--- config.mk ---
export PLATFORM = sky130hd
export DESIGN_NAME = regfile_mp
export DESIGN_NICKNAME = d
export VERILOG_FILES = /design/src/rtl/regfile_mp.sv
export SDC_FILE = /design/constraint.sdc
export NUM_CORES = 2
export LEC_CHECK = 0
export BUFFER_PORTS_ARGS = -buffer_cell sky130_fd_sc_hd__buf_2
export CORE_MARGIN = 2
export CORE_UTILIZATION = 39
export DETAILED_ROUTE_END_ITERATION = 16
export PLACE_DENSITY = 0.55
export SETUP_SLACK_MARGIN = 0.2
export SKIP_CTS_REPAIR_TIMING = 1
export SKIP_LAST_GASP = 1
export SYNTH_ARGS = -nofsm -noshare
export SYNTH_HDL_FRONTEND = slang
export SYNTH_SLANG_ARGS = --single-unit
--- constraint.sdc ---
create_clock -name clk -period 3.1 [get_ports clk]
set_input_delay 0.62 -clock clk [delete_from_list [all_inputs] [get_ports clk]]
set_output_delay 0.62 -clock clk [all_outputs]
set_load 0.02 [all_outputs]
--- src/rtl/regfile_mp.sv ---
// Multi-ported register file with zero register, per-register busy scoreboard,
// flush, optional same-cycle write-to-read forwarding and synchronous reset.
module regfile_mp #(
  parameter int unsigned WIDTH  = 32,
  parameter int unsigned DEPTH  = 32,
  parameter int unsigned NREAD  = 4,
  parameter int unsigned NWRITE = 2,
  parameter int unsigned BYPASS = 1,
  localparam int unsigned AW    = (DEPTH > 1) ? $clog2(DEPTH) : 1
) (
  input  logic                    clk,
  input  logic                    reset,
  input  logic [NWRITE-1:0]       w_en,
  input  logic [NWRITE*AW-1:0]    w_addr,
  input  logic [NWRITE*WIDTH-1:0] w_data,
  input  logic [NREAD*AW-1:0]     r_addr,
  output logic [NREAD*WIDTH-1:0]  r_data,
  output logic [NREAD-1:0]        r_busy,
  input  logic                    alloc_en,
  input  logic [AW-1:0]           alloc_addr,
  input  logic                    flush
);

  logic [WIDTH-1:0] regs [DEPTH];
  logic [DEPTH-1:0] busy;
  logic [DEPTH-1:0] busy_nxt;

  // Register 0 and addresses beyond DEPTH are neither stored nor tracked.
  function automatic logic addr_ok(input logic [AW-1:0] a);
    return (a != '0) && (32'(a) < DEPTH);
  endfunction

  // Busy update priority: write clears, alloc sets, flush clears everything.
  always_comb begin
    busy_nxt = busy;
    for (int k = 0; k < int'(NWRITE); k++) begin
      if (w_en[k] && addr_ok(w_addr[k*AW +: AW])) begin
        busy_nxt[w_addr[k*AW +: AW]] = 1'b0;
      end
    end
    if (alloc_en && addr_ok(alloc_addr)) begin
      busy_nxt[alloc_addr] = 1'b1;
    end
    if (flush) begin
      busy_nxt = '0;
    end
  end

  // Later write ports are applied last, so the highest index wins a collision.
  always_ff @(posedge clk) begin
    if (reset) begin
      for (int i = 0; i < int'(DEPTH); i++) begin
        regs[i] <= '0;
      end
      busy <= '0;
    end else begin
      for (int k = 0; k < int'(NWRITE); k++) begin
        if (w_en[k] && addr_ok(w_addr[k*AW +: AW])) begin
          regs[w_addr[k*AW +: AW]] <= w_data[k*WIDTH +: WIDTH];
        end
      end
      busy <= busy_nxt;
    end
  end

  // Asynchronous read ports with optional forwarding of in-flight write data.
  always_comb begin
    r_data = '0;
    r_busy = '0;
    for (int j = 0; j < int'(NREAD); j++) begin
      if (addr_ok(r_addr[j*AW +: AW])) begin
        r_data[j*WIDTH +: WIDTH] = regs[r_addr[j*AW +: AW]];
        r_busy[j]                = busy[r_addr[j*AW +: AW]];
        if (BYPASS != 0) begin
          for (int k = 0; k < int'(NWRITE); k++) begin
            if (w_en[k] && (w_addr[k*AW +: AW] == r_addr[j*AW +: AW])) begin
              r_data[j*WIDTH +: WIDTH] = w_data[k*WIDTH +: WIDTH];
              r_busy[j]                = 1'b0;
            end
          end
        end
      end
    end
  end

endmodule

# Yosys cells after proc, flatten, opt, wreduce, memory -nomap -nowiden
# Memory sizes are Yosys's and may differ from the RTL's.
# Cells that the tools add are included.
dict set report word_totals {
  regBits 32
  ramBits 1024
  out_inout_bits 132
  elab_cells 104
  n_memories 1
}
dict set report op_classes {
  order_cmp 10
  n_eq_ne 8
  muxes 55
  bitwise_logic 5
  reduce_logical 24
}
# memory words word_bits rd rd_clocked_by_memory_dff wr line_no
set mem_list {}
lappend mem_list {regs 32 32 4 0 32 24} ;# logic [WIDTH-1:0] regs [DEPTH];
# operator count
set op_table {}
lappend op_table {{$mux 32} 17}
lappend op_table {{$and 32x32->32} 2}
lappend op_table {{$not 32->32} 2}
lappend op_table {{$reduce_or 32->1} 2}
lappend op_table {{$lt 5x6->1 const B} 7}
lappend op_table {{$eq 5x5->1} 8}
lappend op_table {{$reduce_bool 5->1} 7}
lappend op_table {{$or 32x32->32} 1}
lappend op_table {{$mux 1} 29}
lappend op_table {{$bmux 1 s5} 4}
lappend op_table {{$demux 1 s5} 3}
lappend op_table {{$ge 5x1->1 const B} 3}
lappend op_table {{$logic_and 1x1->1} 14}
lappend op_table {{$mux 5} 2}
lappend op_table {{$reduce_or 2->1} 1}

# Depth between registers and ports, before layout
dict set report logic_depth {
  ltp_word 11
  mapped_depth 10
  ltp_nobuf 5
}

# Worst setup path before layout
# Ideal clock, no wire load.
dict set report synth_path {
  kind {input to register}
  startpoint {input w_addr[2]}
  endpoint {memory regs[24][0], enable pin}
  setup_ps 431
  arrival_ps 2955
  t_required_ps 2669
  setup_slack_ps -285
  stages 5
  n_path_buf 2
  cell_sequence {buf_2 buf_2 nor2b_1 nand2_1 o211ai_1}
}
# element line_no
set synth_rtl {}
lappend synth_rtl {{start, declared} 14} ;# input logic [NWRITE*AW-1:0] w_addr,
lappend synth_rtl {{end, declared} 24}

==> metrics <==
status=finished, violations left; core area=roughly 0.20 mm2; starting DRC count in detailed routing=~13000; Starting Density=around 39%; Die Wd=between 400 and 500 um; Total GRT Usage=between 40% and 50%; Slew Limit Fails=0; Port-buffer cells=approximately 240; Yosys warnings=0; Max VDD drop=roughly 0.52 mV; CTS H-tree lvls=4; Slew @ Worst Pin=between 0.9 and 1 ns; Critical Path RT=roughly 2.5 ns; clock-pin slew on the worst setup and hold paths=0.06 ns; Vias/cell=a little under 8; hold path endpoint=regs[16][27]; post-synthesis sequential area ratio=between 30 and 40%; antenna violations before repair=23; worst clock skew=0 ns; commonest non-fill, non-tap cell in the layout=a22o_1; Cell Int Power=0.0315 W; Inst Count DP=8838; area of the mapped netlist=about 0.080 mm2; clock tree from TritonCTS=done; Min Hold Slack=roughly 0.20 ns; PD cells=around 450 mW/mm2; Finished Layout Cells=roughly 9300; CP endpoint kind=primary output; R2R Path End=busy[1]; Worst-Skew Late Latency=between 0.8 and 0.9 ns; hpwl dp=roughly 280000 um; Lkg Pwr=between 30 and 40 nW; die area=a little over 0.2 mm2; Logic pwr share=between 20% and 30%; nets=6619; commonest non-fill, non-tap cells in the layout=a22o_1 (1109), edfxtp_1 (1024), mux4_2 (815); Reg2Reg Setup Slack=roughly 2.3 ns; WL/cell=~48 um; Area Overhead vs Synth=28.9%; hold_sp=w_data[27]; Die H=roughly 460 um; routability cong.=between 0.9 and 1; Max stage delay on crit path=around 0.5 ns; vias in the first global route=between 60000 and 70000; Worst setup SP type=register; Switching Share=31.2%; grt ovf=0; TritonCTS Buffers=roughly 140; largest net degree at the start of global routing=78; Final ANT Viol Nets=0; FF-to-FF path depth=2; RSZ-0062 raised after global routing=true; register bit total from synthesis=between 1000 and 1500; CP arrival=3.17 ns; Worst path slowest cell=mux4_2; syn_area_per_cell=between 10 and 15 um2; clock share of power=a little over a third; failing checks=negative setup slack; CP most frequent cell=buf_6; worst r2r src=busy[1]; crit path cell chain=mux4_2, mux2_4, a221oi_2, buf_4, nor4_4, buf_6, a221o_1, buf_6; EDFF count, synth=between 1000 and 1500; share of cells above drive strength 1=47.0%; Async SR Flop Fraction=0%; first-pass GRT wire length=roughly 580000 um; Setup Crit Path Kind=register to primary output; final worst-path cycle share=122%; Netlist cell types=66; final setup violation count=132; fin crit period=3.79 ns; cell count after synthesis=a little under 6000; Slew headroom=between 30% and 40%; final worst slack=-0.687 ns; Final Hold Vio Count=0; # IOs=between 200 and 250; Fillers=17000; clk sinks=roughly 1100; # DRC=0; Flop pwr share=about two fifths; CP max FO=4; Synth Flop Type=edfxtp_1; clk buf depth=3; root buffer cell=clkbuf_16; First-pass DRT Iterations=6; vias=73100; Max Cap Viol=0; fmax=approximately 0.26 GHz; Placement Rows=between 150 and 200; switching power=around 0.014 W; Hold Crit Depth=2; sum of routed wire length over all layers=around 440000 um; Worst Hold Class=primary input to register
[worst max-delay path by stage]
stage,startpoint,to,depth (start not counted),slack (ns)
3_5_place_dp,r_addr[0],r_data[4],11,-1.12
3_3_place_gp,r_addr[0],r_data[4],11,-1.14
5_1_grt,regs[19][4],r_data[36],8,-0.70
6_report,regs[19][4],r_data[36],8,-0.69
4_1_cts,r_addr[0],r_data[4],11,-1.13
2_1_floorplan,w_addr[1],regs[24][0],6,-0.19
[final cells by class]
type	instances	area, um2	area share (%)
sequential	1056	31400	30.6
tap	2672	3340	3.26
clock inverter	75	822	0.801
antenna	11	27.5	0.0268
timing repair buffer	1430	15800	15.4
inverter	7	27.5	0.0268
multi-input combinational	3884	47700	46.4
clock buffer	167	3570	3.48
[logic make-up (layout without fill, tap and decap cells)]
kind of cell	Yosys count	count (layout)	synth area share, %
AOI/OAI and AO/OA	1888	1888	20.5
other	1	43	0.00471
muxes	1431	1431	31.1
buffers and inverters	955	1679	5.30
and+or+nand+nor	493	493	3.26
DFF	1056	1056	39.4
xor gates and xnor gates	40	40	0.440
[stage by stage]
stage | area [um2] | TNS [ns] | util [%] | setup slack (ns) | power, W
5_1_grt | 103000 | -57.11 | 50.7 | -0.699 | 0.0464
2_1_floorplan | 80700 | -22.77 | - | -0.195 | 0.0234
3_3_place_gp | 92100 | -72.49 | 45.5 | -1.14 | 0.0277
4_1_cts | 96500 | -75.36 | 47.6 | -1.13 | 0.0439
6_report | 103000 | -54.24 | 50.7 | -0.687 | 0.0458
3_5_place_dp | 92100 | -71.01 | 45.5 | -1.12 | 0.0279
[sequential cells by signal, summed over array words and instances (netlist names)]
name,cells
regs,1024
busy,32
[per-layer routing]
layer  track usage (%)  share of wire (%)  vias up
met5            0.0689              0.048        -
met4              31.0                9.4       22
met3              14.6                 15     1955
met2              57.4                 41     7425
met1              49.6                 34    36900
li1                  -                  -    26800
[synth_stat cells, types with 4 or more instances]
master,instances,share of area (%)
a2111oi_2,5,0.094
a211oi_1,127,1.2
a21o_1,22,0.21
a21oi_1,51,0.32
a221o_1,102,1.3
a221oi_1,82,0.90
a221oi_2,19,0.36
a22o_1,1115,12
a22oi_1,43,0.41
a31oi_1,6,0.047
a32oi_1,23,0.25
and2_1,11,0.086
and3_1,5,0.039
and3b_1,5,0.055
buf_1,99,0.47
buf_2,208,1.3
buf_4,54,0.51
buf_6,23,0.33
clkbuf_1,564,2.7
dfxtp_1,32,0.80
edfxtp_1,1024,39
inv_1,5,0.024
mux2_2,165,2.3
mux2i_1,451,5.7
mux4_2,815,23
nand2_1,134,0.63
nand2b_1,13,0.10
nand3_1,10,0.063
nand3b_1,11,0.10
nand4_1,6,0.047
nor2_1,80,0.38
nor2b_1,17,0.13
nor3_1,47,0.30
nor3b_1,6,0.057
nor4_1,113,0.89
o211a_1,60,0.75
o211ai_1,9,0.085
o21ai_0,20,0.13
o221ai_1,188,2.1
o22ai_1,4,0.031
or2_2,7,0.055
or3_1,6,0.047
or3b_2,5,0.055
xnor2_1,28,0.31
xor2_1,12,0.13
[power groups by stage]
stage	clock network, W	registers (W)	logic, W
finish	0.0164	0.0175	0.0119
global route	0.0168	0.0175	0.0121
CTS	0.0163	0.0174	0.0102
detailed placement	0	0.0177	0.0102
global placement	0	0.0176	0.0101
floorplan	0	0.0174	0.00603
[critical path, delay by kind of cell, from the launching register on]
kind | cells | cell delay (ns)
simple gates | 1 | 0.04
buf+inv | 3 | 0.46
compound gates | 2 | 0.57
mux | 2 | 0.80
flops | 1 | 0.45
Power figures use the tool's default switching activity.
